## config.mk

```make
export PLATFORM = sky130hd
export DESIGN_NAME = pattern_controller
export DESIGN_NICKNAME = d
export VERILOG_FILES = /design/src/rtl/pattern_pkg.sv /design/src/rtl/pattern_controller_step_timer.sv /design/src/rtl/pattern_controller.sv
export SDC_FILE = /design/constraint.sdc
export NUM_CORES = 1
export LEC_CHECK = 0
export CAP_MARGIN = 20
export CORE_MARGIN = 8
export CORE_UTILIZATION = 40
export CTS_CLUSTER_DIAMETER = 40
export DETAILED_ROUTE_END_ITERATION = 10
export GPL_TIMING_DRIVEN = 0
export PLACE_DENSITY = 0.66
export SKIP_CTS_REPAIR_TIMING = 1
export SYNTH_ARGS = -nofsm -noshare
export SYNTH_HDL_FRONTEND = slang
export SYNTH_HIERARCHICAL = 1
export SYNTH_SLANG_ARGS = --single-unit
```

## constraint.sdc

```tcl
create_clock -name clock -period 2.71 [get_ports clock]
set_clock_uncertainty 0.15 [all_clocks]
set_input_delay 0.542 -clock clock [delete_from_list [all_inputs] [get_ports clock]]
set_output_delay 0.542 -clock clock [all_outputs]
set_load 0.01 [all_outputs]
```

## src/rtl/pattern_pkg.sv

```systemverilog
// Shared types and default widths for the pattern playback controller.
package pattern_pkg;

    localparam int unsigned DEFAULT_WORD_SIZE    = 8;
    localparam int unsigned DEFAULT_ADDRESS_SIZE = 4;
    localparam int unsigned DEFAULT_PERIOD_WIDTH = 16;

    typedef enum logic [1:0] {
        IDLE  = 2'd0,
        FETCH = 2'd1,
        HOLD  = 2'd2
    } state_t;

endpackage

```

## src/rtl/pattern_controller_step_timer.sv

```systemverilog
// Hold-time counter: counts up while not cleared, flags the last cycle of a period.
module step_timer
    import pattern_pkg::*;
#(
    parameter int unsigned PERIOD_WIDTH = DEFAULT_PERIOD_WIDTH
) (
    input  logic                    clock,
    input  logic                    reset,
    input  logic                    clear,
    input  logic [PERIOD_WIDTH-1:0] period,
    output logic                    expired
);

    logic [PERIOD_WIDTH-1:0] count;

    always_ff @(posedge clock) begin
        if (reset || clear) begin
            count <= '0;
        end else begin
            count <= count + PERIOD_WIDTH'(1);
        end
    end

    assign expired = (count == (period - PERIOD_WIDTH'(1)));

endmodule

```

## src/rtl/pattern_controller.sv

```systemverilog
// Playback controller: fetches words from pattern memory over an address range
// and holds each on the output for a programmable number of clocks.
module pattern_controller
    import pattern_pkg::*;
#(
    parameter int unsigned WORD_SIZE    = DEFAULT_WORD_SIZE,
    parameter int unsigned ADDRESS_SIZE = DEFAULT_ADDRESS_SIZE,
    parameter int unsigned PERIOD_WIDTH = DEFAULT_PERIOD_WIDTH
) (
    input  logic                    clock,
    input  logic                    reset,
    input  logic                    start,
    input  logic                    stop,
    input  logic                    loop,
    input  logic [ADDRESS_SIZE-1:0] start_addr,
    input  logic [ADDRESS_SIZE-1:0] end_addr,
    input  logic [PERIOD_WIDTH-1:0] step_period,
    input  logic                    r_ready,
    input  logic [WORD_SIZE-1:0]    r_data,
    output logic                    r_en,
    output logic [ADDRESS_SIZE-1:0] r_addr,
    // "sequence" is a reserved word in SystemVerilog, hence the suffix
    output logic [WORD_SIZE-1:0]    sequence_word,
    output logic                    busy,
    output logic                    step,
    output logic                    done
);

    state_t state_q, state_d;

    logic                    r_en_d;
    logic [ADDRESS_SIZE-1:0] r_addr_d;
    logic [WORD_SIZE-1:0]    sequence_d;
    logic                    step_d;
    logic                    done_d;

    logic [ADDRESS_SIZE-1:0] start_q, start_d;
    logic [ADDRESS_SIZE-1:0] end_q, end_d;
    logic                    loop_q, loop_d;
    logic [PERIOD_WIDTH-1:0] period_q, period_d;

    logic timer_clear;
    logic timer_expired;

    // Timer is held at zero outside HOLD, so each word starts counting from 0
    assign timer_clear = (state_q != HOLD);

    step_timer #(
        .PERIOD_WIDTH(PERIOD_WIDTH)
    ) u_step_timer (
        .clock  (clock),
        .reset  (reset),
        .clear  (timer_clear),
        .period (period_q),
        .expired(timer_expired)
    );

    always_comb begin
        state_d    = state_q;
        r_en_d     = r_en;
        r_addr_d   = r_addr;
        sequence_d = sequence_word;
        step_d     = 1'b0;
        done_d     = 1'b0;
        start_d    = start_q;
        end_d      = end_q;
        loop_d     = loop_q;
        period_d   = period_q;

        case (state_q)
            IDLE: begin
                if (start && !stop) begin
                    start_d  = start_addr;
                    end_d    = end_addr;
                    loop_d   = loop;
                    period_d = (step_period == '0) ? PERIOD_WIDTH'(1) : step_period;
                    r_addr_d = start_addr;
                    r_en_d   = 1'b1;
                    state_d  = FETCH;
                end
            end

            FETCH: begin
                if (stop) begin
                    r_en_d  = 1'b0;
                    state_d = IDLE;
                end else if (r_ready) begin
                    sequence_d = r_data;
                    step_d     = 1'b1;
                    r_en_d     = 1'b0;
                    state_d    = HOLD;
                end
            end

            HOLD: begin
                if (stop) begin
                    r_en_d  = 1'b0;
                    state_d = IDLE;
                end else if (timer_expired) begin
                    if (r_addr != end_q) begin
                        r_addr_d = r_addr + ADDRESS_SIZE'(1);
                        r_en_d   = 1'b1;
                        state_d  = FETCH;
                    end else if (loop_q) begin
                        r_addr_d = start_q;
                        r_en_d   = 1'b1;
                        state_d  = FETCH;
                    end else begin
                        done_d  = 1'b1;
                        state_d = IDLE;
                    end
                end
            end

            default: begin
                r_en_d  = 1'b0;
                state_d = IDLE;
            end
        endcase
    end

    always_ff @(posedge clock) begin
        if (reset) begin
            state_q       <= IDLE;
            r_en          <= 1'b0;
            r_addr        <= '0;
            sequence_word <= '0;
            step          <= 1'b0;
            done          <= 1'b0;
            start_q       <= '0;
            end_q         <= '0;
            loop_q        <= 1'b0;
            period_q      <= PERIOD_WIDTH'(1);
        end else begin
            state_q       <= state_d;
            r_en          <= r_en_d;
            r_addr        <= r_addr_d;
            sequence_word <= sequence_d;
            step          <= step_d;
            done          <= done_d;
            start_q       <= start_d;
            end_q         <= end_d;
            loop_q        <= loop_d;
            period_q      <= period_d;
        end
    end

    assign busy = (state_q != IDLE);

endmodule

```

==> run_results.csv, run 1 <==
group,metric,value,unit
outcome,outcome,"finished, violations left",
outcome,violations,"setup timing",
clock_tree,path_clk_slew,0.07,ns
clock_tree,cts_root_buf,"clkbuf_8",
run,drv_cap,0,
yosys,synth_area,2929,µm²
clock_tree,clk_latency,0.34,ns
yosys,syn_nets,411,
sta,max_slew.worst_pin.slew,0.5134,ns
floorplanning,dieWidth,101.6,µm
yosys,synth_top_area_cell,"dfxtp_1",
power_and_ir_drop,p_per_area,544.3,nW/µm²
detailed_routing,drc,0,
global_routing,grt_pass1_wl,12600,µm
critical_path,crit_path_end_kind,"flip-flop",
sta,slew_violations,0,
critical_path,r2r-end,"r_addr[0]",
yosys,netlist_top_cells_count,"84 x nand2_1, 58 x dfxtp_1, 40 x a21oi_1",
critical_path,cp-start-kind,"flip-flop",
placed_design,portBuffers,53,
placed_design,hpwlAfterDp,5628,µm
yosys,synth_edf_count,0,
yosys,synth_seq_cells,58,
detailed_routing,top_layer,"met4",
critical_path,r2r_cells,11,
floorplanning,num_rows,31,
floorplanning,dieHeight,101.6,µm
detailed_routing,wl_met1,3376,µm
detailed_routing,wl_per_cell,13.93,µm
sta,fin_crit,2.913,ns
placed_design,place_congestion,0.8278,
final_layout,area_growth,34.64,%
clock_tree,cts_tree,"done",
clock_tree,clock_sinks,58,
critical_path,worst-r2r-setup-slack,-0.20,ns
floorplanning,io_pins,54,
worst_hold_path,hold_end,"sequence_word[3]",
final_layout,final_layout_size_suffix_gt1_share,10.96,%
yosys,synth_cell_type_count,48,
final_layout,diodes,0,
detailed_routing,antenna_left,0,
detailed_routing,detail_route.first_pass.iterations,4,
sta,hold_viol,0,
floorplanning,start_util,40.82,%
power_and_ir_drop,irDropWorstVdd,0.2983,mV
clock_tree,cts_buffer_depth,2,
detailed_routing,drt_iter0_drc,128,
clock_tree,htree_levels,3,
yosys,avgSynthCellArea,7.916,µm²
detailed_routing,vias,2743,
global_routing,grt_max_degree,11,
power_and_ir_drop,finalPower,2147,µW
detailed_routing,dr_wl_met2,3712,µm
floorplanning,die-area,10320,µm²
final_layout,post-route-util,54.96,%
global_routing,grt_pass1_vias,2711,
detailed_routing,wl,7606,µm
yosys,yosys-top-cells-area,"dfxtp_1 40%, nand2_1 11%, xnor2_1 7.2%",
final_layout,nFillCells,684,
worst_hold_path,hp-class,"flip-flop to flip-flop",
critical_path,cp_data_arrival_time,3.04,ns
yosys,ys_async_sr_fraction,0,%
worst_hold_path,min_path_cells,2,
yosys,yosysSeqAreaShare,39.64,%
yosys,synth_top_flop_cell,"dfxtp_1",
critical_path,cp_data_required_time,2.83,ns
global_routing,antenna_found_initial,0,
floorplanning,core_area,7176,µm²
clock_tree,numCtsBuffers,9,
sta,fin_ws,-0.2026,ns
sta,slew_headroom,65.77,%
global_routing,grt_overflow,0,
critical_path,crit_type,"flip-flop to flip-flop",
yosys,synth_most_common_cell,"nand2_1",
critical_path,cp_max_fo,7,
sta,fmax,0.3433,GHz
sta,rsz0062_at_grt,"true",
power_and_ir_drop,p_leak,0.001366,µW
detailed_routing,vias_per_cell,5.024,
worst_hold_path,min_from,"sequence_word[3]",
detailed_routing,wl_met3,453,µm
global_routing,grt_usage,15.61,%
sta,finalSetupViolations,6,
yosys,netlist_instances,370,
yosys,synth_top_cell_area_share,39.64,%
sta,period_share,107.5,%
final_layout,fin_nets,483,
yosys,yosysWarningCount,6,
critical_path,rr_startpoint,"period_q[1]",
## kinds of logic after synthesis
| group | after synthesis | share of synthesized area [%] |
|---|---|---|
| AOI/OAI and AO/OA | 69 | 13.97 |
| xor gates and xnor gates | 40 | 11.96 |
| DFF | 58 | 39.64 |
| muxes | 2 | 0.7262 |
| adders and majority gates | 3 | 1.282 |
| and+or+nand+nor | 171 | 28.62 |
| buffers and inverters | 27 | 3.802 |
## worst max-delay path, stage by stage (launching register included)
cell      delay, ns
dfxtp_2        0.37
inv_2          0.06
ha_4           0.16
nor4b_4        0.12
buf_6          0.15
xor2_1         0.15
or4b_4         0.55
a221oi_4       0.31
a31oi_2        0.15
a21o_1         0.25
a311o_1        0.29
a21oi_1        0.13
## how the worst max path moves through the flow
stage	start	to	slack, ns	cells after the start
floorplan	period_q[0]	r_addr[0]	0.005	10
global placement	period_q[0]	r_addr[1]	-0.35	12
detailed placement	period_q[0]	r_addr[0]	-0.37	10
CTS	period_q[0]	r_addr[0]	-0.39	12
global route	period_q[0]	r_addr[0]	-0.34	13
finish	period_q[1]	r_addr[0]	-0.20	11
## cells in the final DEF (no fill, tap or decap), types with 3 or more instances in the layout
| master | instances |
|---|---|
| clkbuf_1 | 15 |
| o21ai_1 | 4 |
| a21oi_1 | 39 |
| nand2_1 | 84 |
| clkdlybuf4s50_1 | 53 |
| nand4_1 | 3 |
| xnor2_1 | 24 |
| inv_1 | 7 |
| nor3_1 | 4 |
| nand2b_1 | 3 |
| nand3_1 | 15 |
| xor2_1 | 16 |
| clkbuf_8 | 10 |
| nor4_1 | 4 |
| o21ai_0 | 7 |
| inv_2 | 3 |
| a31oi_1 | 3 |
| buf_4 | 7 |
| dfxtp_1 | 56 |
| and3_1 | 6 |
| nor2_1 | 31 |
## registers in the layout (all words and copies together), names as in the netlist
| register | flops |
|---|---|
| start_q | 4 |
| done | 1 |
| end_q | 4 |
| loop_q | 1 |
| r_addr | 4 |
| state_q | 2 |
| period_q | 16 |
| u_step_timer/count | 16 |
| step | 1 |
| sequence_word | 8 |
| r_en | 1 |
## stage by stage
| stage | setup TNS, ns | setup WS [ns] | instance area (µm²) | std cells | hold WS (ns) |
|---|---|---|---|---|---|
| final | -0.7258 | -0.2026 | 3944 | 546 | 0.3035 |
| after CTS | -1.617 | -0.3880 | 3806 | 538 | 0.3088 |
| after floorplan | 0 | 0.004669 | 2933 | 370 | 0.2865 |
| after global routing | -1.728 | -0.3382 | 3944 | 546 | 0.3281 |
| after detailed placement | -1.511 | -0.3725 | 3587 | 522 | 0.2986 |
| after global placement | -1.354 | -0.3532 | 3587 | 522 | 0.2906 |
## where the power goes
part,internal [µW],switching (µW)
registers,881,38.5
clock network,540,347
logic,175,166
## per-layer routing
metal | vias to the layer above | track usage, %
met5 | - | 0
met4 | 0 | 3.780
met3 | 6 | 7.629
met2 | 54 | 25.96
met1 | 1270 | 17.40
li1 | 1413 | -
## area by class of cell
type	instances	area, µm²	share of cell area, %
flip-flops and latches	58	1166	29.57
inverters	10	37.54	0.9518
repair buffers	61	594.3	15.07
clock buffers	11	141.4	3.585
well taps	99	123.9	3.141
plain buffers	17	73.82	1.872
clock inverters	5	77.57	1.967
multi-input cells	285	1729	43.85
No activity file was read; power rests on OpenSTA's default activity.
==> inputs of run 2 (changes only) <==
GPL_ROUTABILITY_DRIVEN = 1   (was unset)
==> results of run 2 <==
No change in the layout: final DEF, timing and power equal those of run 1.
==> inputs of run 3 (changes only) <==
SYNTH_HIERARCHICAL = unset   (was 1)
==> run 3 against run 2 <==
The run now ends clean. Cell count is 1.1% lower. Utilization is 1.5 points lower. Sequential share of layout area is 0.58 points higher. Largest power group unchanged. Synthesized cell count is 0.81% higher. Fmax is 10% higher. Critical path type unchanged. Count of clock-buffer cells in the layout is 3 higher.
==> run_results.csv, run 3 <==
group,metric,value,unit
yosys,synth_top_area_cell,"dfxtp_1",
floorplanning,dieWidth,101.9,µm
detailed_routing,vias_per_cell,5.098,
worst_hold_path,hp-class,"flip-flop to flip-flop",
placed_design,portBuffers,52,
placed_design,placed_area,3598,µm²
yosys,synth_cell_type_count,48,
yosys,synthSimpleGateAreaFrac,26.60,%
yosys,syn_nets,414,
sta,fin_crit,2.645,ns
clock_tree,cts_root_buf,"clkbuf_8",
outcome,outcome,"finished clean",
yosys,yosysWarningCount,0,
floorplanning,io_pins,54,
critical_path,r2r_cells,8,
sta,rsz0062_at_grt,"false",
sta,slew_violations,0,
power_and_ir_drop,p_sw,536.7,µW
floorplanning,core_area,7214,µm²
yosys,synth_top_cell_area_share,39.31,%
clock_tree,cts_tree,"done",
yosys,synth-compound-area-share,15.08,%
yosys,ys_async_sr_fraction,0,%
yosys,synth_fa_ha_area_share,1.271,%
power_and_ir_drop,p_int,1460,µW
sta,max_slew.worst_pin.slew,0.6447,ns
power_and_ir_drop,p_per_area,517.3,nW/µm²
detailed_routing,drt_iter0_drc,109,
power_and_ir_drop,switching_share,26.88,%
yosys,synth_area,2954,µm²
global_routing,grt_pass1_wl,12450,µm
yosys,synth_edf_count,0,
sta,fmax,0.3780,GHz
sta,period_share,97.62,%
worst_hold_path,min_path_cells,2,
critical_path,cp_max_fo,8,
power_and_ir_drop,power_frac_seq,46.0,%
yosys,yosys-top-cells-area,"dfxtp_1 39%, nand2_1 9.7%, a21oi_1 7.1%",
placed_design,hpwlAfterDp,5730,µm
detailed_routing,wl,7564,µm
power_and_ir_drop,combPwrFrac,17.6,%
final_layout,diodes,0,
yosys,synth_top_flop_cell,"dfxtp_1",
global_routing,grt_usage,14.99,%
sta,finalSetupViolations,0,
yosys,synth_top_family_by_area,"simple AND/OR/NAND/NOR gates",
clock_tree,cts_buffer_depth,2,
global_routing,antenna_found_initial,0,
clock_tree,clock_sinks,58,
clock_tree,path_clk_slew,0.06,ns
floorplanning,die-area,10390,µm²
sta,slew_headroom,56.62,%
critical_path,crit_path_end_kind,"flip-flop",
final_layout,layout_commonest_cell,"nand2_1",
worst_hold_path,min_from,"start_q[0]",
critical_path,cp_data_arrival_time,2.72,ns
critical_path,cp_data_required_time,2.78,ns
floorplanning,dieHeight,101.9,µm
final_layout,largestRegisters,"period_q: 16 flops, u_step_timer.count: 16 flops, sequence_word: 8 flops",
final_layout,layout_common_cells,"76 x nand2_1, 56 x dfxtp_1, 52 x clkdlybuf4s50_1",
critical_path,rr_startpoint,"period_q[8]",
global_routing,grt_pass1_vias,2575,
clock_tree,numCtsBuffers,9,
yosys,avgSynthCellArea,7.920,µm²
critical_path,crit_type,"flip-flop to flip-flop",
yosys,yosysSeqAreaShare,39.31,%
floorplanning,start_util,40.95,%
yosys,netlist_instances,373,
final_layout,area_growth,30.66,%
sta,hold_viol,0,
yosys,synth_seq_cells,58,
placed_design,place_congestion,0.8797,
critical_path,cp-start-kind,"flip-flop",
detailed_routing,vias,2753,
detailed_routing,wl_per_cell,14.01,µm
worst_hold_path,hold_end,"start_q[0]",
yosys,synth-xor-area-share,11.56,%
power_and_ir_drop,irDropWorstVdd,0.3142,mV
clock_tree,clk_latency,0.33,ns
global_routing,grt_overflow,0,
yosys,netlist_top_cells_count,"76 x nand2_1, 58 x dfxtp_1, 42 x a21oi_1",
power_and_ir_drop,p_leak,0.001359,µW
global_routing,grt_max_degree,11,
clock_tree,htree_levels,3,
detailed_routing,drc,0,
yosys,synth_most_common_cell,"nand2_1",
critical_path,r2r-end,"r_addr[3]",
detailed_routing,antenna_left,0,
yosys,synth.mux.area_fraction,2.711,%
critical_path,worst-r2r-setup-slack,0.06,ns
sta,setup_tns,0,ns
final_layout,fin_area,3860,µm²
detailed_routing,detail_route.first_pass.iterations,4,
floorplanning,num_rows,31,
power_and_ir_drop,clkPwrFrac,36.5,%
run,drv_cap,0,
final_layout,fin_nets,477,
final_layout,final_layout_size_suffix_gt1_share,8.163,%
-- run 3: per-layer routing --
layer | global-route usage (%) | routed length, µm | up-vias
li1 | - | - | 1408
met1 | 19.24 | 3685 | 1291
met2 | 23.39 | 3515 | 49
met3 | 4.087 | 305 | 5
met4 | 5.643 | 57 | 0
met5 | 0 | 0 | -
-- run 3: worst max path at each step --
stage | slack (ns) | cells after the start | from | endpoint
floorplan | 0.09 | 9 | period_q[0] | r_addr[2]
global placement | -0.28 | 9 | period_q[0] | r_addr[2]
detailed placement | -0.33 | 9 | period_q[0] | r_addr[2]
CTS | -0.37 | 9 | period_q[0] | r_addr[3]
global route | 0.02 | 8 | period_q[8] | r_addr[3]
finish | 0.06 | 8 | period_q[8] | r_addr[3]
-- run 3: power groups by stage --
stage | Sequential [µW] | Combinational [µW] | Clock, µW
5_1_grt | 920 | 385 | 787
6_report | 918 | 351 | 729
3_3_place_gp | 929 | 324 | 0
4_1_cts | 912 | 331 | 740
3_5_place_dp | 930 | 328 | 0
2_1_floorplan | 926 | 203 | 0
-- run 3: through the flow --
step / std cells / setup slack (ns) / total power (µW) / utilization, % / hold slack [ns]
floorplan: 373 / 0.08612 / 1129 / - / 0.2832
detailed placement: 524 / -0.3298 / 1259 / 49.88 / 0.2950
CTS: 540 / -0.3706 / 1982 / 52.41 / 0.3043
global placement: 524 / -0.2814 / 1253 / 49.88 / 0.2924
global route: 540 / 0.01621 / 2092 / 53.50 / 0.3259
finish: 540 / 0.06458 / 1997 / 53.50 / 0.2999
-- run 3: final cells by class --
type | instances | area, µm²
timing repair buffer | 53 | 531.8
clock inverter | 2 | 10.01
fill | 718 | 3354
sequential | 58 | 1164
multi-input combinational | 290 | 1760
inverter | 6 | 22.52
buffer | 18 | 75.07
tap | 99 | 123.9
clock buffer | 14 | 172.7
-- run 3: kinds of logic (layout without fill, tap and decap cells) --
| group | Yosys count | after routing |
|---|---|---|
| AND/OR/NAND/NOR | 170 | 170 |
| AO/OA/AOI/OAI | 71 | 71 |
| flip-flops | 58 | 58 |
| XOR/XNOR | 39 | 39 |
| buffers and inverters | 25 | 93 |
| multiplexers | 7 | 7 |
| adder cells (fa/ha/maj) | 3 | 3 |
-- run 3: critical path: stages, from the launching register on --
cell and delay, ns:
dfxtp_1 0.31, buf_6 0.13, nor4_1 0.59, nand3_2 0.21, mux2i_1 0.30, o2111ai_4 0.18, o31ai_4 0.21, buf_6 0.16
mux2_4 0.30
